## src/rtl/buzzer_pkg.sv

```systemverilog
// Shared types and field-layout helpers for the buzzer tone sequencer.
package buzzer_pkg;

  typedef enum logic [1:0] {
    StIdle,
    StLoad,
    StPlay,
    StGap
  } state_e;

  // Command word layout: {rest, half_period, duration}
  function automatic int unsigned rest_bit(int unsigned div_w, int unsigned dur_w);
    return div_w + dur_w;
  endfunction

  function automatic int unsigned half_lsb(int unsigned dur_w);
    return dur_w;
  endfunction

  function automatic int unsigned dur_lsb();
    return 0;
  endfunction

  function automatic int unsigned count_w(int unsigned depth);
    return $clog2(depth) + 1;
  endfunction

endpackage

```

## src/rtl/buzzer_tone_sequencer_if.sv

```systemverilog
// Command-producer to sequencer bundle: FIFO write side, abort and status/pin outputs.
interface buzzer_tone_sequencer_if
  import buzzer_pkg::*;
#(
  parameter int unsigned FIFO_DEPTH = 16,
  parameter int unsigned DIV_W      = 16,
  parameter int unsigned DUR_W      = 8
);

  localparam int unsigned CMD_W = 1 + DIV_W + DUR_W;
  localparam int unsigned CNT_W = count_w(FIFO_DEPTH);

  logic             Write_Req_Sig;
  logic [CMD_W-1:0] FIFO_Write_Data;
  logic             Abort_Sig;
  logic             Full_Sig;
  logic             Empty_Sig;
  logic [CNT_W-1:0] Count;
  logic             Busy_Sig;
  logic             Done_Pulse;
  logic             Overflow_Sig;
  logic             Pin_Out;

  modport master (
    output Write_Req_Sig, FIFO_Write_Data, Abort_Sig,
    input  Full_Sig, Empty_Sig, Count, Busy_Sig, Done_Pulse, Overflow_Sig, Pin_Out
  );

  modport slave (
    input  Write_Req_Sig, FIFO_Write_Data, Abort_Sig,
    output Full_Sig, Empty_Sig, Count, Busy_Sig, Done_Pulse, Overflow_Sig, Pin_Out
  );

endinterface

```

## src/rtl/buzzer_cmd_fifo.sv

```systemverilog
// Synchronous command FIFO with registered read data, occupancy count and flush.
module buzzer_cmd_fifo
  import buzzer_pkg::*;
#(
  parameter int unsigned DEPTH = 16,
  parameter int unsigned WIDTH = 25,
  localparam int unsigned CNT_W = count_w(DEPTH)
) (
  input  logic             CLK,
  input  logic             RST,
  input  logic             flush_i,
  input  logic             wr_req_i,
  input  logic [WIDTH-1:0] wr_data_i,
  input  logic             rd_en_i,
  output logic [WIDTH-1:0] rd_data_o,
  output logic             full_o,
  output logic             empty_o,
  output logic [CNT_W-1:0] count_o,
  output logic             ovf_strobe_o
);

  localparam int unsigned PTR_W = $clog2(DEPTH);

  logic [WIDTH-1:0] mem_q [DEPTH];
  logic [PTR_W-1:0] wr_ptr_q, rd_ptr_q;
  logic [CNT_W-1:0] count_q;
  logic [WIDTH-1:0] rd_data_q;
  logic             do_wr, do_rd;

  assign full_o       = (count_q == CNT_W'(DEPTH));
  assign empty_o      = (count_q == '0);
  assign count_o      = count_q;
  assign rd_data_o    = rd_data_q;
  assign do_wr        = wr_req_i && !full_o && !flush_i;
  assign do_rd        = rd_en_i && !empty_o && !flush_i;
  assign ovf_strobe_o = wr_req_i && full_o && !flush_i;

  always_ff @(posedge CLK or posedge RST) begin
    if (RST) begin
      wr_ptr_q  <= '0;
      rd_ptr_q  <= '0;
      count_q   <= '0;
      rd_data_q <= '0;
    end else if (flush_i) begin
      wr_ptr_q <= '0;
      rd_ptr_q <= '0;
      count_q  <= '0;
    end else begin
      if (do_wr) wr_ptr_q <= wr_ptr_q + PTR_W'(1);
      if (do_rd) begin
        rd_ptr_q  <= rd_ptr_q + PTR_W'(1);
        rd_data_q <= mem_q[rd_ptr_q];
      end
      case ({do_wr, do_rd})
        2'b10:   count_q <= count_q + CNT_W'(1);
        2'b01:   count_q <= count_q - CNT_W'(1);
        default: count_q <= count_q;
      endcase
    end
  end

  always_ff @(posedge CLK) begin
    if (do_wr) mem_q[wr_ptr_q] <= wr_data_i;
  end

endmodule

```

## src/rtl/buzzer_tone_sequencer.sv

```systemverilog
// Plays queued tone/DC/rest commands on one buzzer pin, each followed by a silent gap.
module buzzer_tone_sequencer
  import buzzer_pkg::*;
#(
  parameter int unsigned FIFO_DEPTH  = 16,
  parameter int unsigned DIV_W       = 16,
  parameter int unsigned DUR_W       = 8,
  parameter int unsigned UNIT_CYCLES = 50000,
  parameter int unsigned GAP_UNITS   = 10
) (
  input logic CLK,
  input logic RST,
  buzzer_tone_sequencer_if.slave bus
);

  localparam int unsigned CMD_W    = 1 + DIV_W + DUR_W;
  localparam int unsigned CNT_W    = count_w(FIFO_DEPTH);
  localparam int unsigned REST_BIT = rest_bit(DIV_W, DUR_W);
  localparam int unsigned HALF_LSB = half_lsb(DUR_W);
  localparam int unsigned DUR_LSB  = dur_lsb();
  localparam int unsigned UNIT_W   = (UNIT_CYCLES > 1) ? $clog2(UNIT_CYCLES) : 1;
  localparam int unsigned GAP_W    = (GAP_UNITS > 0) ? $clog2(GAP_UNITS + 1) : 1;
  localparam logic [UNIT_W-1:0] UNIT_LAST = UNIT_W'(UNIT_CYCLES - 1);
  localparam logic [GAP_W-1:0]  GAP_LOAD  = GAP_W'(GAP_UNITS);

  logic             rd_en, fifo_full, fifo_empty, ovf_strobe;
  logic [CMD_W-1:0] rd_data;
  logic [CNT_W-1:0] fifo_count;

  logic             cmd_rest;
  logic [DIV_W-1:0] cmd_half;
  logic [DUR_W-1:0] cmd_dur;

  state_e            state_q;
  logic              rest_q;
  logic [DIV_W-1:0]  half_q, half_cnt_q;
  logic [DUR_W-1:0]  dur_q;
  logic [UNIT_W-1:0] unit_q;
  logic [GAP_W-1:0]  gap_q;
  logic              pin_q, done_q, ovf_q;
  logic              unit_last;

  assign rd_en     = (state_q == StIdle) && !fifo_empty && !bus.Abort_Sig;
  assign cmd_rest  = rd_data[REST_BIT];
  assign cmd_half  = rd_data[HALF_LSB +: DIV_W];
  assign cmd_dur   = rd_data[DUR_LSB +: DUR_W];
  assign unit_last = (unit_q == UNIT_LAST);

  buzzer_cmd_fifo #(
    .DEPTH (FIFO_DEPTH),
    .WIDTH (CMD_W)
  ) u_fifo (
    .CLK          (CLK),
    .RST          (RST),
    .flush_i      (bus.Abort_Sig),
    .wr_req_i     (bus.Write_Req_Sig),
    .wr_data_i    (bus.FIFO_Write_Data),
    .rd_en_i      (rd_en),
    .rd_data_o    (rd_data),
    .full_o       (fifo_full),
    .empty_o      (fifo_empty),
    .count_o      (fifo_count),
    .ovf_strobe_o (ovf_strobe)
  );

  always_ff @(posedge CLK or posedge RST) begin
    if (RST) begin
      state_q    <= StIdle;
      rest_q     <= 1'b0;
      half_q     <= '0;
      half_cnt_q <= '0;
      dur_q      <= '0;
      unit_q     <= '0;
      gap_q      <= '0;
      pin_q      <= 1'b0;
      done_q     <= 1'b0;
      ovf_q      <= 1'b0;
    end else begin
      done_q <= 1'b0;
      if (ovf_strobe) ovf_q <= 1'b1;
      if (bus.Abort_Sig) begin
        state_q <= StIdle;
        pin_q   <= 1'b0;
        ovf_q   <= 1'b0;
        unit_q  <= '0;
      end else begin
        case (state_q)
          StIdle: begin
            if (!fifo_empty) state_q <= StLoad;
          end
          StLoad: begin
            rest_q     <= cmd_rest;
            half_q     <= cmd_half;
            dur_q      <= cmd_dur;
            unit_q     <= '0;
            half_cnt_q <= '0;
            if (cmd_dur == '0) begin
              state_q <= StIdle;
              done_q  <= 1'b1;
            end else begin
              state_q <= StPlay;
              pin_q   <= !cmd_rest;
            end
          end
          StPlay: begin
            unit_q <= unit_last ? '0 : unit_q + UNIT_W'(1);
            if (unit_last && dur_q == DUR_W'(1)) begin
              pin_q <= 1'b0;
              if (GAP_UNITS > 0) begin
                state_q <= StGap;
                gap_q   <= GAP_LOAD;
              end else begin
                state_q <= StIdle;
                done_q  <= 1'b1;
              end
            end else begin
              if (unit_last) dur_q <= dur_q - DUR_W'(1);
              // half=0 with rest=0 is a DC tone: the pin just stays high
              if (!rest_q && half_q != '0) begin
                if (half_cnt_q == half_q - DIV_W'(1)) begin
                  pin_q      <= !pin_q;
                  half_cnt_q <= '0;
                end else begin
                  half_cnt_q <= half_cnt_q + DIV_W'(1);
                end
              end
            end
          end
          StGap: begin
            unit_q <= unit_last ? '0 : unit_q + UNIT_W'(1);
            if (unit_last) begin
              if (gap_q == GAP_W'(1)) begin
                state_q <= StIdle;
                done_q  <= 1'b1;
              end else begin
                gap_q <= gap_q - GAP_W'(1);
              end
            end
          end
          default: state_q <= StIdle;
        endcase
      end
    end
  end

  assign bus.Full_Sig     = fifo_full;
  assign bus.Empty_Sig    = fifo_empty;
  assign bus.Count        = fifo_count;
  assign bus.Busy_Sig     = (state_q != StIdle) || !fifo_empty;
  assign bus.Done_Pulse   = done_q;
  assign bus.Overflow_Sig = ovf_q;
  assign bus.Pin_Out      = pin_q;

endmodule

```

## src/flat_wrapper.sv

```systemverilog
// flat-port wrapper written by rule: the top's interface ports become plain ports
module buzzer_tone_sequencer_flat import buzzer_pkg::*;
#(
  parameter int unsigned FIFO_DEPTH  = 16,
  parameter int unsigned DIV_W       = 16,
  parameter int unsigned DUR_W       = 8,
  parameter int unsigned UNIT_CYCLES = 50000,
  parameter int unsigned GAP_UNITS   = 10
)
  (CLK, RST, bus_Write_Req_Sig, bus_FIFO_Write_Data, bus_Abort_Sig, bus_Full_Sig, bus_Empty_Sig, bus_Count, bus_Busy_Sig, bus_Done_Pulse, bus_Overflow_Sig, bus_Pin_Out);
  buzzer_tone_sequencer_if #(.FIFO_DEPTH(FIFO_DEPTH), .DIV_W(DIV_W), .DUR_W(DUR_W)) bus_i ();
  input logic CLK;
  input logic RST;
  input wire logic [$bits(bus_i.Write_Req_Sig)-1:0] bus_Write_Req_Sig;
  input wire logic [$bits(bus_i.FIFO_Write_Data)-1:0] bus_FIFO_Write_Data;
  input wire logic [$bits(bus_i.Abort_Sig)-1:0] bus_Abort_Sig;
  output wire logic [$bits(bus_i.Full_Sig)-1:0] bus_Full_Sig;
  output wire logic [$bits(bus_i.Empty_Sig)-1:0] bus_Empty_Sig;
  output wire logic [$bits(bus_i.Count)-1:0] bus_Count;
  output wire logic [$bits(bus_i.Busy_Sig)-1:0] bus_Busy_Sig;
  output wire logic [$bits(bus_i.Done_Pulse)-1:0] bus_Done_Pulse;
  output wire logic [$bits(bus_i.Overflow_Sig)-1:0] bus_Overflow_Sig;
  output wire logic [$bits(bus_i.Pin_Out)-1:0] bus_Pin_Out;
  assign bus_i.Write_Req_Sig = bus_Write_Req_Sig;
  assign bus_i.FIFO_Write_Data = bus_FIFO_Write_Data;
  assign bus_i.Abort_Sig = bus_Abort_Sig;
  assign bus_Full_Sig = bus_i.Full_Sig;
  assign bus_Empty_Sig = bus_i.Empty_Sig;
  assign bus_Count = bus_i.Count;
  assign bus_Busy_Sig = bus_i.Busy_Sig;
  assign bus_Done_Pulse = bus_i.Done_Pulse;
  assign bus_Overflow_Sig = bus_i.Overflow_Sig;
  assign bus_Pin_Out = bus_i.Pin_Out;
  buzzer_tone_sequencer #(.FIFO_DEPTH(FIFO_DEPTH), .DIV_W(DIV_W), .DUR_W(DUR_W), .UNIT_CYCLES(UNIT_CYCLES), .GAP_UNITS(GAP_UNITS)) u_core (.CLK(CLK), .RST(RST), .bus(bus_i));
endmodule
```

## config.mk

```make
export PLATFORM = sky130hd
export DESIGN_NAME = buzzer_tone_sequencer_flat
export DESIGN_NICKNAME = d
export VERILOG_FILES = /design/src/rtl/buzzer_pkg.sv /design/src/rtl/buzzer_tone_sequencer_if.sv /design/src/rtl/buzzer_cmd_fifo.sv /design/src/rtl/buzzer_tone_sequencer.sv /design/src/flat_wrapper.sv
export SDC_FILE = /design/constraint.sdc
export NUM_CORES = 1
export LEC_CHECK = 0
export BUFFER_PORTS_ARGS = -buffer_cell sky130_fd_sc_hd__buf_2
export CAP_MARGIN = 20
export CORE_ASPECT_RATIO = 1.2
export CORE_MARGIN = 4
export CORE_UTILIZATION = 59
export CTS_CLUSTER_SIZE = 12
export DETAILED_ROUTE_END_ITERATION = 7
export GPL_TIMING_DRIVEN = 1
export PLACE_DENSITY = 0.76
export SLEW_MARGIN = 20
export SYNTH_ARGS = -nofsm -noshare
export SYNTH_HDL_FRONTEND = slang
export SYNTH_SLANG_ARGS = --single-unit
```

## constraint.sdc

```tcl
create_clock -name CLK -period 3.6 [get_ports CLK]
set_input_delay 0.36 -clock CLK [delete_from_list [all_inputs] [get_ports CLK]]
set_output_delay 0.36 -clock CLK [all_outputs]
set_load 0.03 [all_outputs]
```

After elaboration in Yosys (flattened, before gate mapping)
Memory sizes are Yosys's and may differ from the RTL's. A register that Yosys moved wholly into a read port is not among the register bits.
Index checks and enable logic that the tools add are counted.
{"block": "totals", "out_inout_bits": 11, "register_bits": 79, "elab_cells": 127, "n_memories": 1, "ramBits": 400, "input_bits": 29}
{"name": "u_core.u_fifo.mem_q", "words": 16, "width": 25, "rd": 1, "rd_ports_with_merged_regs": 1, "wr": 1, "line": "buzzer_cmd_fifo.sv:24", "rtl": "logic [WIDTH-1:0] mem_q [DEPTH];"}
{"block": "classes", "bitwise": 1, "reduce_logical": 38, "n_eq_ne": 23, "add_sub_neg": 9, "muxes": 42}
{"operator": "2-to-1 mux 16 bit", "n": 5}
{"operator": "case mux 16 bit (2 select lines)", "n": 2}
{"operator": "adder 16 x 1 -> 16 bit, second input constant", "n": 2}
{"operator": "2-to-1 mux 4 bit", "n": 7}
{"operator": "equality test 16 bit", "n": 1}
{"operator": "equality test 16 bit, second input constant", "n": 1}
{"operator": "2-to-1 mux 8 bit", "n": 2}
{"operator": "case mux 8 bit (2 select lines)", "n": 1}
{"operator": "AND reduction 4 bit", "n": 4}
{"operator": "nonzero test 16 bit", "n": 1}
{"operator": "subtractor 16 x 1 -> 16 bit, second input constant", "n": 1}
{"operator": "2-to-1 mux 1 bit", "n": 13}
{"operator": "2-to-1 mux 2 bit", "n": 6}
{"operator": "nonzero test 2 bit", "n": 6}
{"operator": "logical AND 1 bit", "n": 10}
{"operator": "case mux 5 bit (2 select lines)", "n": 1}
{"operator": "!= test 3 x 2 -> 1 bit, second input constant", "n": 3}
{"operator": "nonzero test 3 bit", "n": 3}
{"operator": "adder 4 x 1 -> 4 bit, second input constant", "n": 2}
{"operator": "equality test 8 x 1 -> 1 bit, second input constant", "n": 1}
{"operator": "zero test 8 bit", "n": 1}
{"operator": "!= test 2 x 1 -> 1 bit, second input constant", "n": 4}
{"operator": "!= test 4 x 2 -> 1 bit, second input constant", "n": 2}
{"operator": "case mux 2 bit (4 select lines)", "n": 1}
{"operator": "21 further kinds", "n": 33}

Depth between registers and ports, before layout
{"block": "logic_depth", "depth_word": 9, "mapped_depth": 12, "ltp_nobuf": 12}

Modules after synthesis
Synthesis repeated with hierarchy kept, for this count alone.
{"block": "hier_totals", "cells_unflattened": 1232, "area_unflattened_um2": 20968.9}
{"mod": "buzzer_cmd_fifo", "seq_area_each_um2": 12962.4, "n_inst": 1, "area_each_um2": 16927.5, "cells_per_inst": 778}
{"mod": "buzzer_tone_sequencer", "seq_area_each_um2": 1651.6, "n_inst": 1, "area_each_um2": 4041.4, "cells_per_inst": 454}

Worst setup path before layout
No wires, ideal clock.
{"block": "synth_timing", "path_kind": "reg2reg", "start": "register u_core.u_fifo.count_q[1] (netlist: u_core.u_fifo.count_o[1])", "end": "memory u_core.u_fifo.mem_q[0][0] (enable)", "arrival_ns": 2.920, "required_ns": 3.162, "setup_slack_ns": 0.241, "stages_incl_launch_ff": 7, "synth_period_minus_slack_ns": 3.359, "n_path_buf": 0, "setup_time_ns": 0.438, "cell_sequence": "dfrtp_1 -> nor4_1 -> nand2_1 -> nand2_1 -> nor2_1 -> nand2_1 -> nor3_1"}
{"block": "synth_between", "elab_chain_cells": 6}
{"item": "start, declared", "line": "buzzer_cmd_fifo.sv:26", "rtl": "logic [CNT_W-1:0] count_q;"}
{"item": "start signal, assigned", "line": "buzzer_cmd_fifo.sv:55", "rtl": "2'b10: count_q <= count_q + CNT_W'(1);"}
{"item": "start signal, assigned", "line": "buzzer_cmd_fifo.sv:56", "rtl": "2'b01: count_q <= count_q - CNT_W'(1);"}
{"item": "start signal, assigned", "line": "buzzer_cmd_fifo.sv:57", "rtl": "default: count_q <= count_q;"}
{"item": "equality test 5 bit", "line": "buzzer_cmd_fifo.sv:30", "rtl": "assign full_o = (count_q == CNT_W'(DEPTH));"}
{"item": "zero test 1 bit", "line": "buzzer_cmd_fifo.sv:34", "rtl": "assign do_wr = wr_req_i && !full_o && !flush_i;"}
{"item": "logical AND 1 bit (2 in a row)", "line": "buzzer_cmd_fifo.sv:34"}
{"item": "2-to-1 mux 1 bit", "line": "buzzer_cmd_fifo.sv:63", "rtl": "if (do_wr) mem_q[wr_ptr_q] <= wr_data_i;"}
{"item": "2-to-1 mux 1 bit (not written as such)", "line": "buzzer_cmd_fifo.sv:63"}
{"item": "end, declared", "line": "buzzer_cmd_fifo.sv:24"}
Every way passes these cells.

Worst setup path in the final report
{"block": "layout_timing", "start": "register u_core.u_fifo.count_q[1] (netlist: u_core.u_fifo.count_o[1])", "end": "register u_core.u_fifo.count_q[4] (netlist: u_core.u_fifo.count_o[4])"}
{"block": "layout_between", "elab_chain_cells": 9, "word_cells_on_any_way": 17, "cone_classes": "add/sub: 2; eq/ne: 3; mux: 2; reduce/logical: 10"}
{"item": "zero test 5 bit", "line": "buzzer_cmd_fifo.sv:31", "rtl": "assign empty_o = (count_q == '0);"}
{"item": "zero test 1 bit", "line": "buzzer_cmd_fifo.sv:35, buzzer_tone_sequencer.sv:43"}
{"item": "logical AND 1 bit (2 in a row)", "line": "buzzer_tone_sequencer.sv:43", "rtl": "assign rd_en = (state_q == StIdle) && !fifo_empty && !bus.Abort_Sig;"}
{"item": "logical AND 1 bit (2 in a row)", "line": "buzzer_cmd_fifo.sv:35", "rtl": "assign do_rd = rd_en_i && !empty_o && !flush_i;"}
{"item": "equality test 2 x 1 -> 1 bit / equality test 2 bit (equally long branches)", "line": "buzzer_cmd_fifo.sv:54", "rtl": "case ({do_wr, do_rd})"}
{"item": "case mux 5 bit (2 select lines)", "line": "buzzer_cmd_fifo.sv:54"}
{"item": "2-to-1 mux 5 bit", "line": "buzzer_cmd_fifo.sv:44", "rtl": "end else if (flush_i) begin"}
Several ways; a longest one is shown, not always the timed one.
A chain may end at the register's enable or synchronous reset.

==> summary.txt <==
Clock tree
  • Worst skew pair latency: 570 ps
  • Post-CTS Repair Setup Buffers: 0
  • PostCTS Resize Cnt: 0
  • Num CTS Buffers: 50
  • Clk sinks: 504
  • Worst-path clk slew: 60 ps
  • H-tree lvl count: 2
  • CTS max path bufs: 3
  • Root Driver: clkbuf_16
  • CTS tree: done
  • Hold buffer count at CTS: 1

Power and ir drop
  • Leak: 0.00796 uW
  • Pwr dens: 660 nW/um^2
  • Max IR drop VDD: 0.417 mV

STA
  • Sum Neg Setup Slack: 0 ps
  • RSZ-0062 raised after global routing: no
  • Fin. Hold Viols: 0
  • Max-slew violations: 0
  • Count of final setup violators: 0
  • Fmax achieved: 0.361 GHz
  • Least-Margin Pin Slew: 927 ps
  • Final Skew: 21.7 ps
  • Final worst path period share: 76.9%
  • Slew headroom: 38.2%
  • Min Clock Period, post-route: 2770 ps

Routing
  • WL per Instance: 25.1 um
  • Drt drc: 0
  • Vias post-DR: 11.0k
  • Antenna viol nets, final: 0
  • Vias per cell: 6.25
  • Routed WL: 44.2 mm
  • Drt initial violations: 919
  • DRT Pass-1 Iters: 5

Place
  • IO buf count: 39
  • HPWL Detailed: 23.9 mm
  • Placed cell count: 1679
  • RePlAce Congestion: 0.811

Synth
  • Post-synth EDFFs: 400
  • Synthesis-stage register bit count: 504
  • Seq/Total Area, Yosys: 69.9%
  • Synthesis warning total: 0
  • Syn Inst Count: 1204
  • Syn_area_per_cell: 17.4 um^2
  • Fraction of registers with async set/reset: 20.6%
  • Post-synth cell types: 74
  • Primary FF master, synth: edfxtp_1
  • Post-Syn Area: 20900 um^2
  • Post-synth net total: 1253

Critical path
  • CP max stage delay: 420 ps
  • Worst Path Required: 4080 ps
  • Worst path slowest cell: dfrtp_1
  • CP Class: register to register
  • Crit. End Element: register
  • Critical path arrival: 3250 ps
  • Reg2reg start: u_core.u_fifo.count_o[1]$_DFFE_PP0P_
  • Crit path max fanout: 5
  • CP startpoint: u_core.u_fifo.count_o[1]$_DFFE_PP0P_
  • Sequence of cells on the critical path: nor4_1 -> nor2b_1 -> nor3b_2 -> nand2_1 -> inv_1 -> ha_1 -> a21o_1 -> a21oi_1 -> or3_1 -> o21ai_0 -> nor2_1 -> a211oi_1
  • Crit start category: register

Layout
  • # nets final: 1319
  • Final non-filler cell total: 1762
  • Ratio of cells with drive above 1 in the final layout: 24.2%
  • Area grow syn2layout: 11.7%

Global routing
  • Global-route wire length before repair: 68.6 mm
  • Vias in the first global route: 11.2k
  • Largest net degree at the start of global routing: 66
  • Initial antenna violation count: 1
  • GRT Overall Usage: 23.2%
  • Total gr overflow: 0

Run status
  • Status: complete, no violations

Hold path
  • Worst hold start: bus_Write_Req_Sig
  • HP Class: primary input to register

Run
  • MaxCap Viol Count: 0

Floorplanning
  • Die ar.: 38500 um^2
  • Horiz. Die Dim: 180 um
  • Row count: 75
  • Top Ports: 40
  • Starting Density: 59.7%
  • Die Span Y: 214 um
  • CORE AREA: 35000 um^2
[final cells by class]
class,instances,area [um^2]
Clock inverter,6,81.3
Tap cell,462,578
Clock buffer,75,1410
Timing Repair Buffer,71,488
Fill cell,2243,11700
Inverter,25,96.3
Antenna cell,1,2.50
Sequential cell,504,14600
Multi-Input combinational cell,618,6050
[layout by cell type (no fill, tap or decap), types with 4 or more instances in the layout]
master,Yosys,final
edfxtp_1,400,400
nand2_1,134,134
mux4_2,125,125
dfrtp_1,104,101
clkbuf_16,0,53
nor2_1,54,42
buf_2,5,39
buf_4,3,27
o21ai_0,26,26
xor2_1,24,24
inv_1,25,24
a21oi_1,24,24
clkbuf_1,35,22
xnor2_1,20,20
ha_1,19,19
mux2_2,17,17
nand3_1,13,13
nand4_1,12,12
nor2_4,0,12
and3_1,10,10
nand2b_1,9,9
nor3_1,13,9
nor4_1,8,8
a21o_1,7,7
o21ai_1,7,7
or3_1,6,6
and2_1,5,5
or4_1,5,5
o31ai_1,5,5
nor2b_1,4,4
a31oi_1,4,4
nor3_2,0,4
buf_12,0,4
[Yosys cell counts, types with 5 or more instances]
| library cell | instances | share of area, % |
|---|---|---|
| o21ai_0 | 26 | 0.62 |
| nand2_1 | 134 | 2.4 |
| mux2_2 | 17 | 0.92 |
| dfrtp_1 | 104 | 12 |
| nor2_1 | 54 | 0.97 |
| nand2b_1 | 9 | 0.27 |
| clkbuf_1 | 35 | 0.63 |
| xnor2_1 | 20 | 0.84 |
| o31ai_1 | 5 | 0.18 |
| or4_1 | 5 | 0.18 |
| nor3_1 | 13 | 0.31 |
| or3_1 | 6 | 0.18 |
| and3_1 | 10 | 0.30 |
| nand3_1 | 13 | 0.31 |
| edfxtp_1 | 400 | 57 |
| a21o_1 | 7 | 0.25 |
| nor4_1 | 8 | 0.24 |
| a21oi_1 | 24 | 0.57 |
| mux4_2 | 125 | 13 |
| buf_2 | 5 | 0.12 |
| and2_1 | 5 | 0.15 |
| xor2_1 | 24 | 1.0 |
| o21ai_1 | 7 | 0.17 |
| inv_1 | 25 | 0.45 |
| buf_1 | 12 | 0.22 |
| ha_1 | 19 | 1.1 |
| nand4_1 | 12 | 0.36 |
[per-layer routing]
| metal | global-route usage, % | wire length (um) | vias up | part of all wire, % |
|---|---|---|---|---|
| li1 | - | - | 4841 | - |
| met1 | 31.6 | 17400 | 5715 | 39 |
| met2 | 39.3 | 22800 | 381 | 52 |
| met3 | 3.99 | 2780 | 74 | 6.3 |
| met4 | 6.68 | 1190 | 0 | 2.7 |
| met5 | 0 | 0 | - | 0 |
[cell families after synthesis]
| group | count (synthesis) | synth area share [%] |
|---|---|---|
| adder cells (fa/ha/maj) | 20 | 1.23 |
| XOR/XNOR | 44 | 1.84 |
| flip-flops | 504 | 69.9 |
| AO/OA/AOI/OAI | 109 | 3.61 |
| multiplexers | 144 | 14.5 |
| buffers and inverters | 82 | 1.63 |
| AND/OR/NAND/NOR | 301 | 7.26 |
[path summary, 6_finish.rpt]
check | slack [ps] | cells after the start | to
max | 830 | 12 | u_core.u_fifo.count_o[4]$_DFFE_PP0P_
min in group asynchronous | 430 | 3 | u_core.unit_q[4]$_DFFE_PP0P_
max in group asynchronous | 2450 | 4 | u_core.u_fifo.rd_data_o[18]$_DFFE_PP0P_
max reg2reg | 830 | 12 | u_core.u_fifo.count_o[4]$_DFFE_PP0P_
min | 100 | 3 | u_core.bus.Overflow_Sig$_DFFE_PP0P_
min reg2reg | 470 | 2 | u_core.u_fifo.rd_data_o[10]$_DFFE_PP0P_
[stage by stage]
| step | utilization (%) | setup WS [ps] | total power, uW | hold slack, ps | cell area [um^2] |
|---|---|---|---|---|---|
| 2_1_floorplan | - | 241 | 9760 | 442 | 20900 |
| 3_3_place_gp | 62.4 | 970 | 10600 | 454 | 21800 |
| 3_5_place_dp | 62.4 | 848 | 10700 | 459 | 21800 |
| 4_1_cts | 66.7 | 812 | 15500 | 73.2 | 23300 |
| 5_1_grt | 66.7 | 604 | 16100 | 97.5 | 23300 |
| 6_report | 66.7 | 832 | 15400 | 103 | 23300 |
[worst max-delay path, delay by kind of cell (launching register included)]
| kind | cells | cell delay (ps) |
|---|---|---|
| compound gates | 4 | 500 |
| flops | 1 | 420 |
| simple gates | 6 | 1320 |
| buf+inv | 1 | 90 |
| fa+ha+maj | 1 | 330 |
[flip-flops by register name, indices dropped and copies added, names as in the netlist]
signal / cells
u_core.half_q: 16
u_core.bus.Pin_Out: 1
u_core.u_fifo.count_o: 5
u_core.gap_q: 4
u_core.u_fifo.rd_data_o: 25
u_core.u_fifo.rd_ptr_q: 4
u_core.state_q: 2
u_core.u_fifo.mem_q: 400
u_core.half_cnt_q: 16
u_core.dur_q: 8
u_core.bus.Overflow_Sig: 1
u_core.unit_q: 16
u_core.rest_q: 1
u_core.u_fifo.wr_ptr_q: 4
u_core.bus.Done_Pulse: 1
[power breakdown]
group | leakage, uW | switching, uW | internal [uW]
logic | 0.00228 | 1860 | 1570
clock network | 0.000717 | 2040 | 2810
registers | 0.00496 | 420 | 6700
total | 0.00796 | 4310 | 11100
(Power assumes the default switching activity.)
